==> config.mk <==
export PLATFORM = sky130hd
export DESIGN_NAME = sdram_initiator
export DESIGN_NICKNAME = d
export VERILOG_FILES = /design/src/rtl/sdram_if_pkg.sv /design/src/rtl/sdram_lane_merge.sv /design/src/rtl/sdram_initiator.sv
export SDC_FILE = /design/constraint.sdc
export NUM_CORES = 1
export LEC_CHECK = 0
export ABC_CLOCK_PERIOD_IN_PS = 2300
export CELL_PAD_IN_SITES_DETAIL_PLACEMENT = 1
export CELL_PAD_IN_SITES_GLOBAL_PLACEMENT = 2
export CORE_ASPECT_RATIO = 1.75
export CORE_MARGIN = 2
export CORE_UTILIZATION = 25
export CTS_CLUSTER_SIZE = 10
export DETAILED_ROUTE_END_ITERATION = 7
export GPL_ROUTABILITY_DRIVEN = 0
export PLACE_DENSITY = 0.73
export SETUP_SLACK_MARGIN = 0.2
export SYNTH_ARGS = -nofsm -noshare
export SYNTH_HDL_FRONTEND = slang
export SYNTH_SLANG_ARGS = --single-unit
==> constraint.sdc <==
create_clock -name CLK -period 2.3 [get_ports CLK]
set_input_delay 0.575 -clock CLK [delete_from_list [all_inputs] [get_ports CLK]]
set_output_delay 0.575 -clock CLK [all_outputs]
set_load 0.02 [all_outputs]
==> src/rtl/sdram_if_pkg.sv <==
// rtl/sdram_if_pkg.sv - shared encodings, FSM states and alignment helper for the SDRAM initiator
package sdram_if_pkg;

  localparam logic [1:0] SZ_BYTE = 2'd0;
  localparam logic [1:0] SZ_HALF = 2'd1;
  localparam logic [1:0] SZ_WORD = 2'd2;

  typedef enum logic [2:0] {
    IDLE,
    LOAD,
    RMW_RD,
    STORE,
    RESP
  } state_t;

  // Size 3 is reported as misaligned so that every error takes the same path.
  function automatic logic is_aligned(input logic [1:0] size, input logic [1:0] addr_lo);
    case (size)
      SZ_BYTE: return 1'b1;
      SZ_HALF: return ~addr_lo[0];
      SZ_WORD: return (addr_lo == 2'b00);
      default: return 1'b0;
    endcase
  endfunction

endpackage

==> src/rtl/sdram_lane_merge.sv <==
// rtl/sdram_lane_merge.sv - big-endian byte/half lane insert and extract for one 32-bit word
module sdram_lane_merge
  import sdram_if_pkg::*;
(
  input  logic [31:0] word,
  input  logic [1:0]  offset,
  input  logic [1:0]  size,
  input  logic [31:0] wdata,
  input  logic        sign_ext,
  output logic [31:0] merged,
  output logic [31:0] load_val
);

  logic [4:0]  shamt;
  logic [31:0] mask;
  logic [31:0] lane;

  always_comb begin
    shamt = 5'd0;
    mask  = 32'hFFFF_FFFF;
    case (size)
      // Big-endian: offset 0 is the top lane, so the shift is (3-k)*8 bits.
      SZ_BYTE: begin
        shamt = {~offset, 3'b000};
        mask  = 32'h0000_00FF;
      end
      SZ_HALF: begin
        shamt = {~offset[1], 4'b0000};
        mask  = 32'h0000_FFFF;
      end
      default: ;
    endcase

    merged   = (word & ~(mask << shamt)) | ((wdata & mask) << shamt);
    lane     = (word >> shamt) & mask;
    load_val = lane;
    if (sign_ext) begin
      case (size)
        SZ_BYTE: load_val = {{24{lane[7]}}, lane[7:0]};
        SZ_HALF: load_val = {{16{lane[15]}}, lane[15:0]};
        default: ;
      endcase
    end
  end

endmodule

==> src/rtl/sdram_initiator.sv <==
// rtl/sdram_initiator.sv - core load/store port to level request/ack memory initiator
module sdram_initiator
  import sdram_if_pkg::*;
#(
  parameter int AWIDTH = 25
) (
  input  logic              CLK,
  input  logic              RST,
  input  logic              req_valid,
  output logic              req_ready,
  input  logic              req_we,
  input  logic [1:0]        req_size,
  input  logic              req_signed,
  input  logic [AWIDTH-1:0] req_addr,
  input  logic [31:0]       req_wdata,
  output logic              rsp_valid,
  output logic              rsp_err,
  output logic [31:0]       rsp_rdata,
  output logic              wr_req,
  output logic              rd_req,
  output logic [AWIDTH-1:0] mem_addr,
  output logic [31:0]       mem_wdata,
  input  logic              wr_ack,
  input  logic              rd_ack,
  input  logic [31:0]       rd_data
);

  state_t      state, state_next;
  logic [1:0]  lat_off;
  logic [1:0]  lat_size;
  logic        lat_signed;
  logic [31:0] lat_wdata;
  logic [31:0] merged;
  logic [31:0] load_val;
  logic        accept;
  logic        rd_done;
  logic        wr_done;

  assign accept  = (state == IDLE) && req_valid;
  assign rd_done = rd_ack && rd_req;
  assign wr_done = wr_ack && wr_req;

  sdram_lane_merge u_merge (
    .word     (rd_data),
    .offset   (lat_off),
    .size     (lat_size),
    .wdata    (lat_wdata),
    .sign_ext (lat_signed),
    .merged   (merged),
    .load_val (load_val)
  );

  always_ff @(posedge CLK) begin
    if (RST) state <= IDLE;
    else     state <= state_next;
  end

  always_comb begin
    state_next = state;
    case (state)
      IDLE: begin
        if (req_valid) begin
          if (!is_aligned(req_size, req_addr[1:0])) state_next = RESP;
          else if (!req_we)                         state_next = LOAD;
          else if (req_size == SZ_WORD)             state_next = STORE;
          else                                      state_next = RMW_RD;
        end
      end
      LOAD:    if (rd_done) state_next = RESP;
      RMW_RD:  if (rd_done) state_next = STORE;
      STORE:   if (wr_done) state_next = RESP;
      RESP:    state_next = IDLE;
      default: state_next = IDLE;
    endcase
  end

  // wr_req is held off for the first STORE cycle after RMW_RD so rd_req is seen low first.
  always_ff @(posedge CLK) begin
    if (RST) begin
      req_ready  <= 1'b1;
      rsp_valid  <= 1'b0;
      rsp_err    <= 1'b0;
      rsp_rdata  <= 32'd0;
      wr_req     <= 1'b0;
      rd_req     <= 1'b0;
      mem_addr   <= '0;
      mem_wdata  <= 32'd0;
      lat_off    <= 2'd0;
      lat_size   <= SZ_BYTE;
      lat_signed <= 1'b0;
      lat_wdata  <= 32'd0;
    end else begin
      req_ready <= (state_next == IDLE);
      rsp_valid <= (state_next == RESP);
      rd_req    <= (state_next == LOAD) || (state_next == RMW_RD);
      wr_req    <= (state_next == STORE) && (state != RMW_RD);
      if (accept) begin
        lat_off    <= req_addr[1:0];
        lat_size   <= req_size;
        lat_signed <= req_signed;
        lat_wdata  <= req_wdata;
        mem_addr   <= {req_addr[AWIDTH-1:2], 2'b00};
        rsp_err    <= !is_aligned(req_size, req_addr[1:0]);
        rsp_rdata  <= 32'd0;
        if (req_we && req_size == SZ_WORD) mem_wdata <= req_wdata;
      end
      if (state == LOAD && rd_done)   rsp_rdata <= load_val;
      if (state == RMW_RD && rd_done) mem_wdata <= merged;
    end
  end

endmodule

==> impl_metrics.json <==
{
  "via_per_inst": 4.90,
  "grt_max_degree": 99,
  "die_h_um": 212,
  "crit_arrival_ps": 1460,
  "p_leak_nw": 3.49,
  "p_per_area_nw_per_um2": 749,
  "dp_cells": 1263,
  "synth_cell_types": 49,
  "post_cts_buffers": 0,
  "grt_pass1_wl_mm": 38.3,
  "critPathSlowestCell": "clkdlybuf4s50_1",
  "grt.overflow.total": 0,
  "path_clk_slew_ps": 60,
  "synth.yosys.seq_area_share_pct": 43.0,
  "worst_slew_margin_rel_pct": 61.3,
  "n_fill_cell": 2871,
  "crit_path_end_kind": "primary output",
  "cap_violations": 0,
  "drtIter0Drc": 328,
  "cts_resized": 1,
  "num_vias": 6341,
  "path_class": "flip-flop to primary output",
  "insertion_delay_ps": 430,
  "worst_clock_skew_ps": 8.42,
  "tightest_slew_ps": 581,
  "hpwlAfterDp_mm": 19.0,
  "place_area_um2": 8680,
  "vdd_drop_max_v": 0.000511,
  "dieArea_um2": 25900,
  "synth_area_um2": 6150,
  "switching_share_pct": 26.2,
  "fin_crit_sh_pct": 88.5,
  "placement.io_buffers": 189,
  "cts_num_sinks": 132,
  "cpLargestDelayFamily": "buffers and inverters",
  "grt_pass1_vias": 6496,
  "routed_wl_mm": 25.2,
  "antenna_found_initial": 0,
  "clockBufferDepth": 2,
  "clkPwrFrac_pct": 46.9,
  "avgSynthCellArea_um2": 7.99,
  "initial_utilization_pct": 25.2,
  "synthCells": 770,
  "drive_gt1_share_pct": 12.4,
  "worstPathMaxFanout": 5,
  "drc": 0,
  "stdcell_count": 1295,
  "seq_power_share_pct": 35.2,
  "reg2reg_setup_slack_ps": 350,
  "core_um2": 24400,
  "slew_viol_final": 0,
  "cp-start-kind": "flip-flop",
  "p_int_mw": 5.22,
  "hold_path.class": "flip-flop to flip-flop",
  "diodes": 0,
  "pwr-share-comb_pct": 17.9,
  "worstPathRequired_ps": 1730,
  "min_period_ps": 2040,
  "cts_tree": "yes",
  "synthFlopType": "dfxtp_1",
  "cts-root-buf": "clkbuf_16",
  "ant_nets": 0,
  "p_switching_mw": 1.85,
  "routedWlPerCell_um": 19.5,
  "cts_hold_buf": 0,
  "ys_seq_elements": 132,
  "grtUsageTotal_pct": 19.7,
  "cts_buffers": 17,
  "setup_viol": 0,
  "firstDrtPassIters": 4,
  "regArea_um2": 2650,
  "fin_nets": 1068,
  "max_stage_delay_ps": 640,
  "path_cells": "clkdlybuf4s50_1",
  "synth-edff-count": 0,
  "async_flop_share_pct": 0,
  "rsz0062_at_grt": "yes",
  "worstPathBufferInverterCount": 1,
  "die_w_um": 123,
  "yosys_warnings": 0,
  "io_pins": 192,
  "status": "complete, no violations",
  "multi_input_area_um2": 3260,
  "rows": 76,
  "htreeDepth": 4,
  "hold_violations": 0,
  "area_growth_pct": 53.3,
  "fmax_mhz": 491,
  "final_area_um2": 9430
}
[cell usage after synthesis (all sizes together) (2+ instances only)]
cell / instances / area share (%)
nand2: 193 / 12
dfxtp: 132 / 43
a21oi: 91 / 7.4
clkbuf: 57 / 3.5
nor2: 45 / 2.7
o21ai: 38 / 3.1
o211ai: 25 / 3.1
a211oi: 24 / 2.9
mux2i: 23 / 3.7
buf: 12 / 1.0
nand3: 12 / 0.98
and2: 11 / 1.1
nor3b: 10 / 1.2
nand4: 9 / 0.92
a211o: 8 / 1.1
a311o: 8 / 1.3
a32oi: 8 / 1.1
mux2: 8 / 1.5
a22oi: 7 / 0.85
mux4: 7 / 2.6
nor2b: 6 / 0.61
nor3: 6 / 0.49
nand2b: 4 / 0.41
o21a: 3 / 0.37
a31oi: 2 / 0.20
[area by class of cell]
| cell class | count | share of cell area (%) |
|---|---|---|
| Tap cell | 312 | 4.14 |
| Timing Repair Buffer | 249 | 25.6 |
| Inverter | 1 | 0.0398 |
| Clock buffer | 20 | 4.95 |
| Multi-Input combinational cell | 569 | 34.6 |
| Sequential cell | 132 | 28.1 |
| Clock inverter | 12 | 2.64 |
[worst paths after layout]
| path | endpoint | cells after the start | from |
|---|---|---|---|
| hold reg to reg | lat_signed | 2 | lat_signed |
| setup / recovery | rd_req | 1 | rd_req |
| setup reg to reg | mem_wdata[1] | 5 | lat_off[0] |
| hold / removal | lat_signed | 2 | lat_signed |
[per-layer routing]
metal,global-route usage [%],vias up,wire (µm)
li1,-,3111,-
met1,22.2,3044,9990
met2,36.3,150,13600
met3,2.91,36,854
met4,7.93,0,822
met5,0,-,0
[power groups by stage]
stage          Sequential [mW]  Combinational, mW  Clock (mW)
2_1_floorplan             2.57              0.595           0
3_3_place_gp              2.54               1.25           0
3_5_place_dp              2.54               1.26           0
4_1_cts                   2.49               1.27        3.38
5_1_grt                   2.50               1.37        3.49
6_report                  2.49               1.26        3.31
[cells in the final DEF (no fill, tap or decap), types with 3 or more instances in the layout]
cell type          n
bufinv_16          7
clkbuf_8           3
a22oi_1            7
nand4_1            9
o21a_1             3
mux2_2             8
buf_4             54
o211ai_1          25
buf_12             5
dfxtp_1          130
nand2_1          192
nand3_1           12
nor3b_1           10
clkdlybuf4s50_1  188
nand2b_1           4
a211o_1            8
a211oi_1          24
a311o_1            8
a32oi_1            8
and2_1            10
clkbuf_16         17
o21ai_0           36
nor3_1             5
nor2_1            45
nor2b_1            5
clkinv_4           3
a21oi_1           91
mux2i_1           23
mux4_2             7
[sequential cells by signal, indices dropped and copies added (netlist names)]
name,cells
rsp_err,1
rsp_valid,1
rd_req,1
lat_signed,1
lat_size,2
wr_req,1
mem_addr,23
rsp_rdata,32
lat_wdata,32
mem_wdata,32
req_ready,1
state,3
lat_off,2
[cells by family after synthesis]
| group | share of synthesized area (%) |
|---|---|
| xor+xnor | 0.142 |
| simple gates | 21.8 |
| flops | 43.0 |
| compound gates | 22.7 |
| buf+inv | 4.54 |
| other cells | 0.0610 |
| mux | 7.77 |
[stage by stage]
step	util (%)	TNS (ps)	worst slack (ps)	power (mW)	hold slack (ps)
after floorplan	-	0	212	3.17	432
after global placement	35.5	-12600	-260	3.79	438
after detailed placement	35.5	-13900	-297	3.80	444
after CTS	38.5	0	207	7.14	444
after global routing	38.6	0	185	7.36	463
final	38.6	0	265	7.07	450
(Power assumes the default switching activity.)
